## config.mk

```make
export PLATFORM = sky130hd
export DESIGN_NAME = ysyx_24100006_axi_arbiter_n
export DESIGN_NICKNAME = d
export VERILOG_FILES = /design/src/rtl/ysyx_24100006_axi_pkg.sv /design/src/rtl/ysyx_24100006_arb_pick.sv /design/src/rtl/ysyx_24100006_axi_arbiter_n.sv
export SDC_FILE = /design/constraint.sdc
export NUM_CORES = 1
export LEC_CHECK = 0
export CORE_AREA = 3 3 184 186
export DETAILED_ROUTE_END_ITERATION = 10
export DIE_AREA = 0 0 187 189
export GPL_TIMING_DRIVEN = 0
export PLACE_DENSITY = 0.38
export SLEW_MARGIN = 20
export SYNTH_ARGS = -nofsm -noshare
export SYNTH_HDL_FRONTEND = slang
export SYNTH_SLANG_ARGS = --single-unit
```

## constraint.sdc

```tcl
create_clock -name clk -period 2.05 [get_ports clk]
set_clock_uncertainty 0.1 [all_clocks]
set_input_delay 0.205 -clock clk [delete_from_list [all_inputs] [get_ports clk]]
set_output_delay 0.205 -clock clk [all_outputs]
set_load 0.05 [all_outputs]
```

## src/rtl/ysyx_24100006_axi_pkg.sv

```systemverilog
// Shared types and constants for the NPC AXI4 N-to-1 arbiter.
package ysyx_24100006_axi_pkg;

  typedef enum logic { R_IDLE, R_BUSY } rd_state_t;
  typedef enum logic { W_IDLE, W_BUSY } wr_state_t;

  localparam logic [1:0] AXI_RESP_OKAY   = 2'b00;
  localparam logic [1:0] AXI_RESP_EXOKAY = 2'b01;
  localparam logic [1:0] AXI_RESP_SLVERR = 2'b10;
  localparam logic [1:0] AXI_RESP_DECERR = 2'b11;

  localparam int ARB_MAX_MASTERS = 8;

endpackage

```

## src/rtl/ysyx_24100006_arb_pick.sv

```systemverilog
// Winner selection for one channel. YSYX_24100006_ARB_RR_EN selects round-robin
// starting after ptr; otherwise fixed priority with the lowest index winning.
module ysyx_24100006_arb_pick #(
  parameter  int NUM_MASTERS = 2,
  localparam int IDX_W       = $clog2(NUM_MASTERS)
) (
  input  logic [NUM_MASTERS-1:0] req,
`ifdef YSYX_24100006_ARB_RR_EN
  input  logic [IDX_W-1:0]       ptr,
`endif
  input  logic                   en,
  output logic [NUM_MASTERS-1:0] gnt_oh,
  output logic [IDX_W-1:0]       gnt_idx
);

  always_comb begin
    logic        found;
    int unsigned pos;
    found   = 1'b0;
    pos     = 0;
    gnt_oh  = '0;
    gnt_idx = '0;
    if (en) begin
`ifdef YSYX_24100006_ARB_RR_EN
      for (int unsigned k = 1; k <= NUM_MASTERS; k++) begin
        pos = (32'(ptr) + k) % 32'(NUM_MASTERS);
`else
      for (int unsigned k = 0; k < NUM_MASTERS; k++) begin
        pos = k;
`endif
        if (!found && req[pos]) begin
          found       = 1'b1;
          gnt_oh[pos] = 1'b1;
          gnt_idx     = IDX_W'(pos);
        end
      end
    end
  end

endmodule

```

## src/rtl/ysyx_24100006_axi_arbiter_n.sv

```systemverilog
// N-master to 1-slave AXI4 arbiter; read and write arbitrated independently,
// grant held per burst. Arbitration policy selected by YSYX_24100006_ARB_RR_EN.
module ysyx_24100006_axi_arbiter_n
  import ysyx_24100006_axi_pkg::*;
#(
  parameter  int NUM_MASTERS = 2,
  parameter  int ADDR_W      = 32,
  parameter  int DATA_W      = 32,
  localparam int IDX_W       = $clog2(NUM_MASTERS),
  localparam int STRB_W      = DATA_W / 8
) (
  input  logic                          clk,
  input  logic                          reset,
  input  logic [NUM_MASTERS-1:0]        m_arvalid,
  output logic [NUM_MASTERS-1:0]        m_arready,
  input  logic [NUM_MASTERS*ADDR_W-1:0] m_araddr,
  input  logic [NUM_MASTERS*8-1:0]      m_arlen,
  input  logic [NUM_MASTERS*3-1:0]      m_arsize,
  output logic [NUM_MASTERS-1:0]        m_rvalid,
  input  logic [NUM_MASTERS-1:0]        m_rready,
  output logic [DATA_W-1:0]             m_rdata,
  output logic [1:0]                    m_rresp,
  output logic                          m_rlast,
  input  logic [NUM_MASTERS-1:0]        m_awvalid,
  output logic [NUM_MASTERS-1:0]        m_awready,
  input  logic [NUM_MASTERS*ADDR_W-1:0] m_awaddr,
  input  logic [NUM_MASTERS*8-1:0]      m_awlen,
  input  logic [NUM_MASTERS*3-1:0]      m_awsize,
  input  logic [NUM_MASTERS-1:0]        m_wvalid,
  output logic [NUM_MASTERS-1:0]        m_wready,
  input  logic [NUM_MASTERS*DATA_W-1:0] m_wdata,
  input  logic [NUM_MASTERS*STRB_W-1:0] m_wstrb,
  input  logic [NUM_MASTERS-1:0]        m_wlast,
  output logic [NUM_MASTERS-1:0]        m_bvalid,
  input  logic [NUM_MASTERS-1:0]        m_bready,
  output logic [1:0]                    m_bresp,
  output logic                          s_arvalid,
  input  logic                          s_arready,
  output logic [ADDR_W-1:0]             s_araddr,
  output logic [7:0]                    s_arlen,
  output logic [2:0]                    s_arsize,
  input  logic                          s_rvalid,
  output logic                          s_rready,
  input  logic [DATA_W-1:0]             s_rdata,
  input  logic [1:0]                    s_rresp,
  input  logic                          s_rlast,
  output logic                          s_awvalid,
  input  logic                          s_awready,
  output logic [ADDR_W-1:0]             s_awaddr,
  output logic [7:0]                    s_awlen,
  output logic [2:0]                    s_awsize,
  output logic                          s_wvalid,
  input  logic                          s_wready,
  output logic [DATA_W-1:0]             s_wdata,
  output logic [STRB_W-1:0]             s_wstrb,
  output logic                          s_wlast,
  input  logic                          s_bvalid,
  output logic                          s_bready,
  input  logic [1:0]                    s_bresp
);

  rd_state_t               rd_state, rd_state_nxt;
  wr_state_t               wr_state, wr_state_nxt;
  logic [IDX_W-1:0]        rd_gnt, wr_gnt, rd_pick_idx, wr_pick_idx;
  logic [NUM_MASTERS-1:0]  rd_pick_oh, wr_pick_oh;
  logic                    rd_gnt_vld, wr_gnt_vld, ar_done, aw_done;
  logic                    rd_release, wr_release;

  assign rd_gnt_vld = (rd_state == R_BUSY);
  assign wr_gnt_vld = (wr_state == W_BUSY);
  assign rd_release = s_rvalid & s_rready & s_rlast;
  assign wr_release = s_bvalid & s_bready;

`ifdef YSYX_24100006_ARB_RR_EN
  logic [IDX_W-1:0] rd_ptr, wr_ptr;
`endif

  ysyx_24100006_arb_pick #(.NUM_MASTERS(NUM_MASTERS)) u_rd_pick (
    .req    (m_arvalid),
`ifdef YSYX_24100006_ARB_RR_EN
    .ptr    (rd_ptr),
`endif
    .en     (rd_state == R_IDLE),
    .gnt_oh (rd_pick_oh),
    .gnt_idx(rd_pick_idx)
  );

  ysyx_24100006_arb_pick #(.NUM_MASTERS(NUM_MASTERS)) u_wr_pick (
    .req    (m_awvalid),
`ifdef YSYX_24100006_ARB_RR_EN
    .ptr    (wr_ptr),
`endif
    .en     (wr_state == W_IDLE),
    .gnt_oh (wr_pick_oh),
    .gnt_idx(wr_pick_idx)
  );

  always_ff @(posedge clk or negedge reset) begin
    if (!reset) begin
      rd_state <= R_IDLE;
      wr_state <= W_IDLE;
      rd_gnt   <= '0;
      wr_gnt   <= '0;
      ar_done  <= 1'b0;
      aw_done  <= 1'b0;
`ifdef YSYX_24100006_ARB_RR_EN
      rd_ptr   <= IDX_W'(NUM_MASTERS - 1);
      wr_ptr   <= IDX_W'(NUM_MASTERS - 1);
`endif
    end else begin
      rd_state <= rd_state_nxt;
      wr_state <= wr_state_nxt;
      if (rd_state == R_IDLE && |rd_pick_oh) begin
        rd_gnt <= rd_pick_idx;
`ifdef YSYX_24100006_ARB_RR_EN
        rd_ptr <= rd_pick_idx;
`endif
      end else if (rd_gnt_vld && rd_release) begin
        rd_gnt <= '0;
      end
      if (wr_state == W_IDLE && |wr_pick_oh) begin
        wr_gnt <= wr_pick_idx;
`ifdef YSYX_24100006_ARB_RR_EN
        wr_ptr <= wr_pick_idx;
`endif
      end else if (wr_gnt_vld && wr_release) begin
        wr_gnt <= '0;
      end
      if (rd_state_nxt == R_IDLE)      ar_done <= 1'b0;
      else if (s_arvalid && s_arready) ar_done <= 1'b1;
      if (wr_state_nxt == W_IDLE)      aw_done <= 1'b0;
      else if (s_awvalid && s_awready) aw_done <= 1'b1;
    end
  end

  always_comb begin
    rd_state_nxt = rd_state;
    case (rd_state)
      R_IDLE:  if (|rd_pick_oh) rd_state_nxt = R_BUSY;
      R_BUSY:  if (rd_release)  rd_state_nxt = R_IDLE;
      default: rd_state_nxt = R_IDLE;
    endcase
    wr_state_nxt = wr_state;
    case (wr_state)
      W_IDLE:  if (|wr_pick_oh) wr_state_nxt = W_BUSY;
      W_BUSY:  if (wr_release)  wr_state_nxt = W_IDLE;
      default: wr_state_nxt = W_IDLE;
    endcase
  end

  // Everything is gated by the grant so idle outputs sit at their reset values.
  always_comb begin
    s_arvalid = 1'b0; s_araddr = '0; s_arlen = '0; s_arsize = '0; s_rready = 1'b0;
    m_arready = '0;   m_rvalid = '0; m_rdata = '0; m_rresp = '0;  m_rlast  = 1'b0;
    if (rd_gnt_vld) begin
      for (int unsigned i = 0; i < NUM_MASTERS; i++) begin
        if (rd_gnt == IDX_W'(i)) begin
          s_arvalid    = m_arvalid[i] & ~ar_done;
          s_araddr     = m_araddr[i*ADDR_W +: ADDR_W];
          s_arlen      = m_arlen[i*8 +: 8];
          s_arsize     = m_arsize[i*3 +: 3];
          s_rready     = m_rready[i];
          m_arready[i] = s_arready & ~ar_done;
          m_rvalid[i]  = s_rvalid;
        end
      end
      m_rdata = s_rdata;
      m_rresp = s_rresp;
      m_rlast = s_rlast;
    end
  end

  always_comb begin
    s_awvalid = 1'b0; s_awaddr = '0; s_awlen = '0; s_awsize = '0;
    s_wvalid  = 1'b0; s_wdata  = '0; s_wstrb = '0; s_wlast  = 1'b0; s_bready = 1'b0;
    m_awready = '0;   m_wready = '0; m_bvalid = '0; m_bresp = '0;
    if (wr_gnt_vld) begin
      for (int unsigned i = 0; i < NUM_MASTERS; i++) begin
        if (wr_gnt == IDX_W'(i)) begin
          s_awvalid    = m_awvalid[i] & ~aw_done;
          s_awaddr     = m_awaddr[i*ADDR_W +: ADDR_W];
          s_awlen      = m_awlen[i*8 +: 8];
          s_awsize     = m_awsize[i*3 +: 3];
          s_wvalid     = m_wvalid[i];
          s_wdata      = m_wdata[i*DATA_W +: DATA_W];
          s_wstrb      = m_wstrb[i*STRB_W +: STRB_W];
          s_wlast      = m_wlast[i];
          s_bready     = m_bready[i];
          m_awready[i] = s_awready & ~aw_done;
          m_wready[i]  = s_wready;
          m_bvalid[i]  = s_bvalid;
        end
      end
      m_bresp = s_bresp;
    end
  end

  a_ar_held: assert property (@(posedge clk) disable iff (!reset)
    (rd_gnt_vld && !ar_done) |-> m_arvalid[rd_gnt]);
  a_aw_held: assert property (@(posedge clk) disable iff (!reset)
    (wr_gnt_vld && !aw_done) |-> m_awvalid[wr_gnt]);
  a_max_masters: assert property (@(posedge clk) NUM_MASTERS <= ARB_MAX_MASTERS);

endmodule

```

==> flow_metrics.env, run 1 <==
export IMPL_status="finished clean"
export IMPL_wl_per_cell_um=17.1
export IMPL_fin_crit_ns=1.96
export IMPL_drcViolationCount=0
export IMPL_fp_coreArea_um2=32500
export IMPL_grt_pass1_wl_um=31400
export IMPL_cap_viol_max_count=0
export IMPL_avgSynthCellArea_um2=7.73
export IMPL_clock_fmax_ghz=0.509
export IMPL_area_growth_pct=174
export IMPL_ys_seq_elements=6
export IMPL_tns_ns=0
export IMPL_overflow=0
export IMPL_synth_compound_area_share_pct=2.08
export IMPL_io_buffers=474
export IMPL_max_slew_margin_pct=63.5
export IMPL_place_inst=1281
export IMPL_drt_first_iter_violations=57
export IMPL_hold_worst_slack_ns=0.154
export IMPL_synth_seq_area_share_pct=5.32
export IMPL_muxShareOfSynthArea_pct=45.5
export IMPL_antenna_found_initial=0
export IMPL_crit_required_ns=1.75
export IMPL_cts_tree="built"
export IMPL_clock_sinks=6
export IMPL_min_path_type="input pin to asynchronous set/reset pin"
export IMPL_cp_max_fo=10
export IMPL_grt_max_degree=11
export IMPL_finalSetupViolCount=0
export IMPL_multi_input_area_um2=2390
export IMPL_hold_viol_final=0
export IMPL_ios=475
export IMPL_worst_pin_slew_ns=0.550
export IMPL_route_vias_total=4390
export IMPL_endpoint_kind="output port"
export IMPL_r2r_slack_ns=0.77
export IMPL_grtUsageTotal_pct=11.5
export IMPL_pwr_share_seq_pct=3.3
export IMPL_postRouteAntennaNets=0
export IMPL_p_per_area_nw_per_um2=656
export IMPL_reg2reg_to="aw_done$_DFFE_PN0P_"
export IMPL_fp_dieW_um=187
export IMPL_regArea_um2=150
export IMPL_p_int_mw=2.02
export IMPL_yosysWarnings=0
export IMPL_rsz0062_at_grt="false"
export IMPL_htreeDepth=1
export IMPL_root_buffer="clkbuf_16"
export IMPL_synth_simple_area_share_pct=37.1
export IMPL_reg2reg_depth=4
export IMPL_fin_nets=1144
export IMPL_switchingPower_mw=3.05
export IMPL_die_h_um=189
export IMPL_wl_um=22000
export IMPL_gp_routability_congestion=0.747
export IMPL_diodes=0
export IMPL_clockBufferDepth=2
export IMPL_power_mw=5.07
export IMPL_syn_inst=365
export IMPL_synthAdderAreaFrac_pct=0
export IMPL_path_class="register to output port"
export IMPL_num_fill_cells=3709
export IMPL_critical_path_startpoint_type="register"
export IMPL_synth_xor_area_share_pct=0
export IMPL_initial_core_util_pct=8.69
export IMPL_clock_latency_ns=0.22
export IMPL_drtPass1Iterations=4
export IMPL_syn_nets=665
export IMPL_vias_per_cell=3.42
export IMPL_r2r_start="wr_gnt$_DFFE_PN0P_"
export IMPL_combPwrFrac_pct=90.5
export IMPL_clk_pin_slew_ns=0.04
export IMPL_swShare_pct=60.2
export IMPL_final_cells=1284
export IMPL_fp_dieArea_um2=35300
export IMPL_drv_slew=0
export IMPL_peakVddDrop_mv=0.303
export IMPL_leakagePower_nw=3.13
export IMPL_cts_buffers=3
export IMPL_dp_hpwl_um=19400
export IMPL_synthesis_area_um2=2820
export IMPL_fp_row_count=66
export IMPL_period_share_pct=95.8
export IMPL_pwr_share_clk_pct=6.2
export IMPL_ys_types=27
export IMPL_synth_top_family_by_area="multiplexers"
export IMPL_drive_gt1_share_pct=23.9
export IMPL_arrival_ns=1.66
export IMPL_grt_pass1_vias=4786
export IMPL_final_common_cell="clkdlybuf4s50_1"
export IMPL_final_cell_mix="299 x clkdlybuf4s50_1, 127 x mux2i_1, 93 x buf_2, 83 x nor2b_1, 48 x nor2_1"
## power groups by stage
stage                     clock [mW]  sequential, mW  combinational [mW]
after floorplan                    0           0.163                3.11
after global placement             0           0.173                5.09
after detailed placement           0           0.171                5.05
after CTS                      0.323           0.170                4.89
after global routing           0.330           0.173                4.85
final                          0.314           0.169                4.59
## worst max-delay path by stage
stage | start | to | slack, ns | cells past startpoint
2_1_floorplan | rd_gnt$_DFFE_PN0P_ | m_arready[0] | 0.01 | 4
3_3_place_gp | wr_gnt_vld$_DFF_PN0_ | s_awlen[0] | -0.46 | 4
3_5_place_dp | wr_gnt_vld$_DFF_PN0_ | s_awvalid | -0.42 | 4
4_1_cts | wr_gnt_vld$_DFF_PN0_ | s_wdata[16] | 0.00003 | 4
5_1_grt | wr_gnt_vld$_DFF_PN0_ | m_wready[1] | 0.0007 | 3
6_report | wr_gnt_vld$_DFF_PN0_ | m_wready[1] | 0.09 | 3
## through the flow
stage	instance area, µm²	util (%)	setup WS, ns
global route	7730	23.8	0.000674
CTS	8300	25.6	0.0000295
finish	7730	23.8	0.0853
global placement	8130	25.0	-0.457
floorplan	2830	-	0.0148
detailed placement	8130	25.0	-0.423
## critical path, stage by stage, from the launching register on
cell and delay, ns:
dfrtp_1 0.42, clkbuf_2 0.29, and3_1 0.18, dlygate4sd2_1 0.54
## state kept, by name, indices dropped and copies added, names as in the netlist
| register | flops |
|---|---|
| ar_done | 1 |
| aw_done | 1 |
| rd_gnt | 1 |
| rd_gnt_vld | 1 |
| wr_gnt | 1 |
| wr_gnt_vld | 1 |
## cells in the mapped netlist
master | number | area [µm²]
nor4b_2 | 1 | 15.0
dfrtp_1 | 6 | 150
nor3_1 | 1 | 5.00
clkbuf_1 | 13 | 48.8
buf_12 | 5 | 100
clkbuf_2 | 1 | 5.00
o32a_1 | 1 | 10.0
o21ai_0 | 1 | 5.00
buf_6 | 4 | 45.0
a31oi_1 | 1 | 6.26
nor2_1 | 48 | 180
a221oi_1 | 1 | 8.76
and2_1 | 37 | 231
o21a_1 | 1 | 7.51
a21oi_1 | 2 | 10.0
nand2_1 | 6 | 22.5
and4b_1 | 2 | 20.0
buf_2 | 5 | 25.0
nor4bb_1 | 1 | 10.0
mux2i_1 | 127 | 1270
o32a_2 | 1 | 11.3
nand3_1 | 1 | 5.00
mux2_2 | 1 | 11.3
and3_1 | 6 | 37.5
inv_1 | 2 | 7.51
nor2b_1 | 83 | 519
buf_4 | 7 | 52.6
## repair_timing
action                     CTS  global route
resized for setup          529           188
buffers inserted             0             0
hold buffers                 0             0
setup endpoints to repair  175           118
## area by class of cell
class                   count  area share [%]
repair buffers            474            54.9
plain buffers              35            3.95
well taps                 442            7.15
inverters                   2          0.0971
clock buffers               3           0.971
flip-flops and latches      6            1.94
multi-input cells         322            31.0
## metal layers
metal  up-vias  share of wire (%)  GRT usage (%)
met5         -                  0              0
met2       274                 53           22.8
met3         2                 12           5.89
met1      1936                 34           11.3
li1       2178                  -              -
met4         0               0.14         0.0872
## kinds of logic (layout without fill, tap and decap cells)
kind of cell	count (synthesis)	after routing
simple gates	186	186
mux	128	128
buf+inv	37	514
compound gates	8	8
flops	6	6
Note: power is estimated with default switching activity, not from simulation.
==> run 2: changes to the inputs <==
--- a/config.mk
+++ b/config.mk
@@ -5,11 +5,13 @@
 export SDC_FILE = /design/constraint.sdc
 export NUM_CORES = 1
 export LEC_CHECK = 0
-export CORE_AREA = 3 3 184 186
+export ABC_AREA = 1
+export CORE_AREA = 3 3 181 183
 export DETAILED_ROUTE_END_ITERATION = 10
-export DIE_AREA = 0 0 187 189
+export DIE_AREA = 0 0 184 186
+export GPL_ROUTABILITY_DRIVEN = 0
 export GPL_TIMING_DRIVEN = 0
-export PLACE_DENSITY = 0.38
+export PLACE_DENSITY = 0.39
 export SLEW_MARGIN = 20
 export SYNTH_ARGS = -nofsm -noshare
 export SYNTH_HDL_FRONTEND = slang
==> flow_metrics.env, run 2 <==
export IMPL_crit_required_ns=1.75
export IMPL_synth_top_family_by_area="simple AND/OR/NAND/NOR gates"
export IMPL_path_buf_inv=4
export IMPL_hold_viol_final=0
export IMPL_rsz0062_at_grt="true"
export IMPL_arrival_ns=1.66
export IMPL_combPwrFrac_pct=95.6
export IMPL_yosysTopAreaCellShare_pct=41.8
export IMPL_asyncSetResetFlopFracSynth_pct=100
export IMPL_p_int_mw=3.47
export IMPL_crit_chain="inv_2 -> buf_6 -> buf_4 -> nand2_1 -> a21oi_2 -> buf_2"
export IMPL_yosysTopAreaCell="nand2_1"
export IMPL_synth_seq_area_share_pct=5.46
export IMPL_cts_buffers=3
export IMPL_pwr_share_seq_pct=2.0
export IMPL_grt_pass1_vias=5390
export IMPL_fin_crit_ns=1.97
export IMPL_max_slew_margin_pct=59.3
export IMPL_clockBufferDepth=2
export IMPL_synth_xor_area_share_pct=0
export IMPL_area_growth_pct=170
export IMPL_status="finished clean"
export IMPL_synth_simple_area_share_pct=53.3
export IMPL_worst_pin_slew_ns=0.613
export IMPL_hold_worst_slack_ns=0.137
export IMPL_path_class="register to output port"
export IMPL_endpoint_kind="output port"
export IMPL_grt_max_degree=11
export IMPL_ys_types=14
export IMPL_p_per_area_nw_per_um2=1660
export IMPL_cp_max_fo=10
export IMPL_clock_latency_ns=0.22
export IMPL_final_common_cell="nand2_1"
export IMPL_peakVddDrop_mv=0.558
export IMPL_met3_length_um=2830
export IMPL_fp_dieW_um=184
export IMPL_synthAdderAreaFrac_pct=0
export IMPL_drive_gt1_share_pct=23.7
export IMPL_avgSynthCellArea_um2=4.84
export IMPL_dp_hpwl_um=22000
export IMPL_fin_util_pct=23.6
export IMPL_yosysMostFrequentCell="nand2_1"
export IMPL_layout_setup_ws_ns=0.0841
export IMPL_drv_slew=0
export IMPL_yosysWarnings=0
export IMPL_ios=475
export IMPL_met2_length_um=13300
export IMPL_synth_compound_area_share_pct=20.4
export IMPL_critical_path_startpoint_type="register"
export IMPL_drcViolationCount=0
export IMPL_htreeDepth=1
export IMPL_clock_fmax_ghz=0.509
export IMPL_power_mw=12.3
export IMPL_top_layer_used="met5"
export IMPL_cts_tree="built"
export IMPL_root_buffer="clkbuf_16"
export IMPL_netlist_top_cells_area="nand2_1 42%, a21oi_1 10%, a21oi_2 9.9%, nand3_1 8.7%, buf_6 7.8%"
export IMPL_min_path_type="input pin to asynchronous set/reset pin"
export IMPL_postRouteAntennaNets=0
export IMPL_fin_nets=1347
export IMPL_tns_ns=0
export IMPL_fp_dieArea_um2=34200
export IMPL_initial_core_util_pct=8.76
export IMPL_overflow=0
export IMPL_cpLargestDelayFamily="buffers and inverters"
export IMPL_synthTopCellsByCount="306 x nand2_1, 57 x a21oi_1, 51 x inv_1"
export IMPL_muxShareOfSynthArea_pct=0
export IMPL_syn_inst=568
export IMPL_syn_nets=868
export IMPL_drt_first_iter_violations=109
export IMPL_grtUsageTotal_pct=13.3
export IMPL_fp_coreArea_um2=31400
export IMPL_grt_pass1_wl_um=34300
export IMPL_diodes=0
export IMPL_cp_slowest_cell="dfrtp_1"
export IMPL_cap_viol_max_count=0
export IMPL_wl_um=25100
export IMPL_holdBufCountCts=0
export IMPL_pwr_share_clk_pct=2.5
export IMPL_clock_sinks=6
export IMPL_fp_row_count=65
export IMPL_route_vias_total=5267
export IMPL_antenna_found_initial=2
export IMPL_period_share_pct=95.9
export IMPL_wl_per_cell_um=17.4
export IMPL_synth_edf_count=0
export IMPL_final_cell_mix="306 x nand2_1, 301 x clkdlybuf4s50_1, 111 x buf_2, 55 x a21oi_1, 51 x inv_1"
export IMPL_finalSetupViolCount=0
export IMPL_die_h_um=186
export IMPL_synth_ff_type="dfrtp_1"
export IMPL_vias_per_cell=3.64
export IMPL_m1WireLength_um=8840
export IMPL_swShare_pct=71.8
export IMPL_drtPass1Iterations=4
export IMPL_io_buffers=474
export IMPL_cp_slowest_stage_delay_ns=0.41
export IMPL_post_place_ws_ns=-0.328
export IMPL_leakagePower_nw=3.72
export IMPL_clk_pin_slew_ns=0.03
export IMPL_ys_seq_elements=6
export IMPL_switchingPower_mw=8.86
export IMPL_synthesis_area_um2=2750
-- run 2: stage by stage --
step | cell area [µm²] | instances
floorplan | 2750 | 568
global placement | 8000 | 1444
detailed placement | 8000 | 1444
CTS | 7870 | 1447
global route | 7420 | 1447
finish | 7420 | 1447
-- run 2: layout make-up --
class / count / area (µm²)
plain buffers: 45 / 373
clock buffers: 3 / 75.1
fillers: 3647 / 24000
inverters: 54 / 203
multi-input cells: 463 / 2040
flip-flops and latches: 6 / 150
well taps: 402 / 503
repair buffers: 474 / 4080
-- run 2: final timing paths --
kind	from	end	slack [ns]	depth (start not counted)
setup / recovery	wr_gnt$_DFFE_PN0P_	s_awaddr[7]	0.08	6
hold / removal	reset	rd_gnt_vld$_DFF_PN0_	0.14	1
setup reg to reg	wr_gnt_vld$_DFF_PN0_	aw_done$_DFFE_PN0P_	0.80	5
hold reg to reg	aw_done$_DFFE_PN0P_	aw_done$_DFFE_PN0P_	0.43	2
max in group asynchronous	reset	wr_gnt$_DFFE_PN0P_	1.48	1
min in group clk	aw_done$_DFFE_PN0P_	aw_done$_DFFE_PN0P_	0.43	2
-- run 2: logic make-up (layout without fill, tap and decap cells) --
logic type             after synthesis  count (layout)
DFF                                  6               6
AOI/OAI and AO/OA                   89              89
buffers and inverters               99             576
and+or+nand+nor                    374             374
-- run 2: per-layer routing --
layer / global-route usage (%) / up-vias
li1: - / 2702
met1: 13.1 / 2271
met2: 26.9 / 282
met3: 5.47 / 8
met4: 0.998 / 4
met5: 0 / -
-- run 2: power groups by stage --
stage          logic, mW  clock network [mW]  registers, mW
5_1_grt             12.5               0.324          0.252
2_1_floorplan       8.43                   0          0.221
6_report            11.8               0.307          0.241
3_3_place_gp        13.2                   0          0.244
4_1_cts             12.4               0.316          0.242
3_5_place_dp        13.2                   0          0.242
-- run 2: what timing repair did --
item                                   CTS  global route
resized for setup                      572           193
setup endpoints to repair              173           117
pin swaps                                0             0
setup buffers                            0             0
endpoints found under the hold margin    0             0
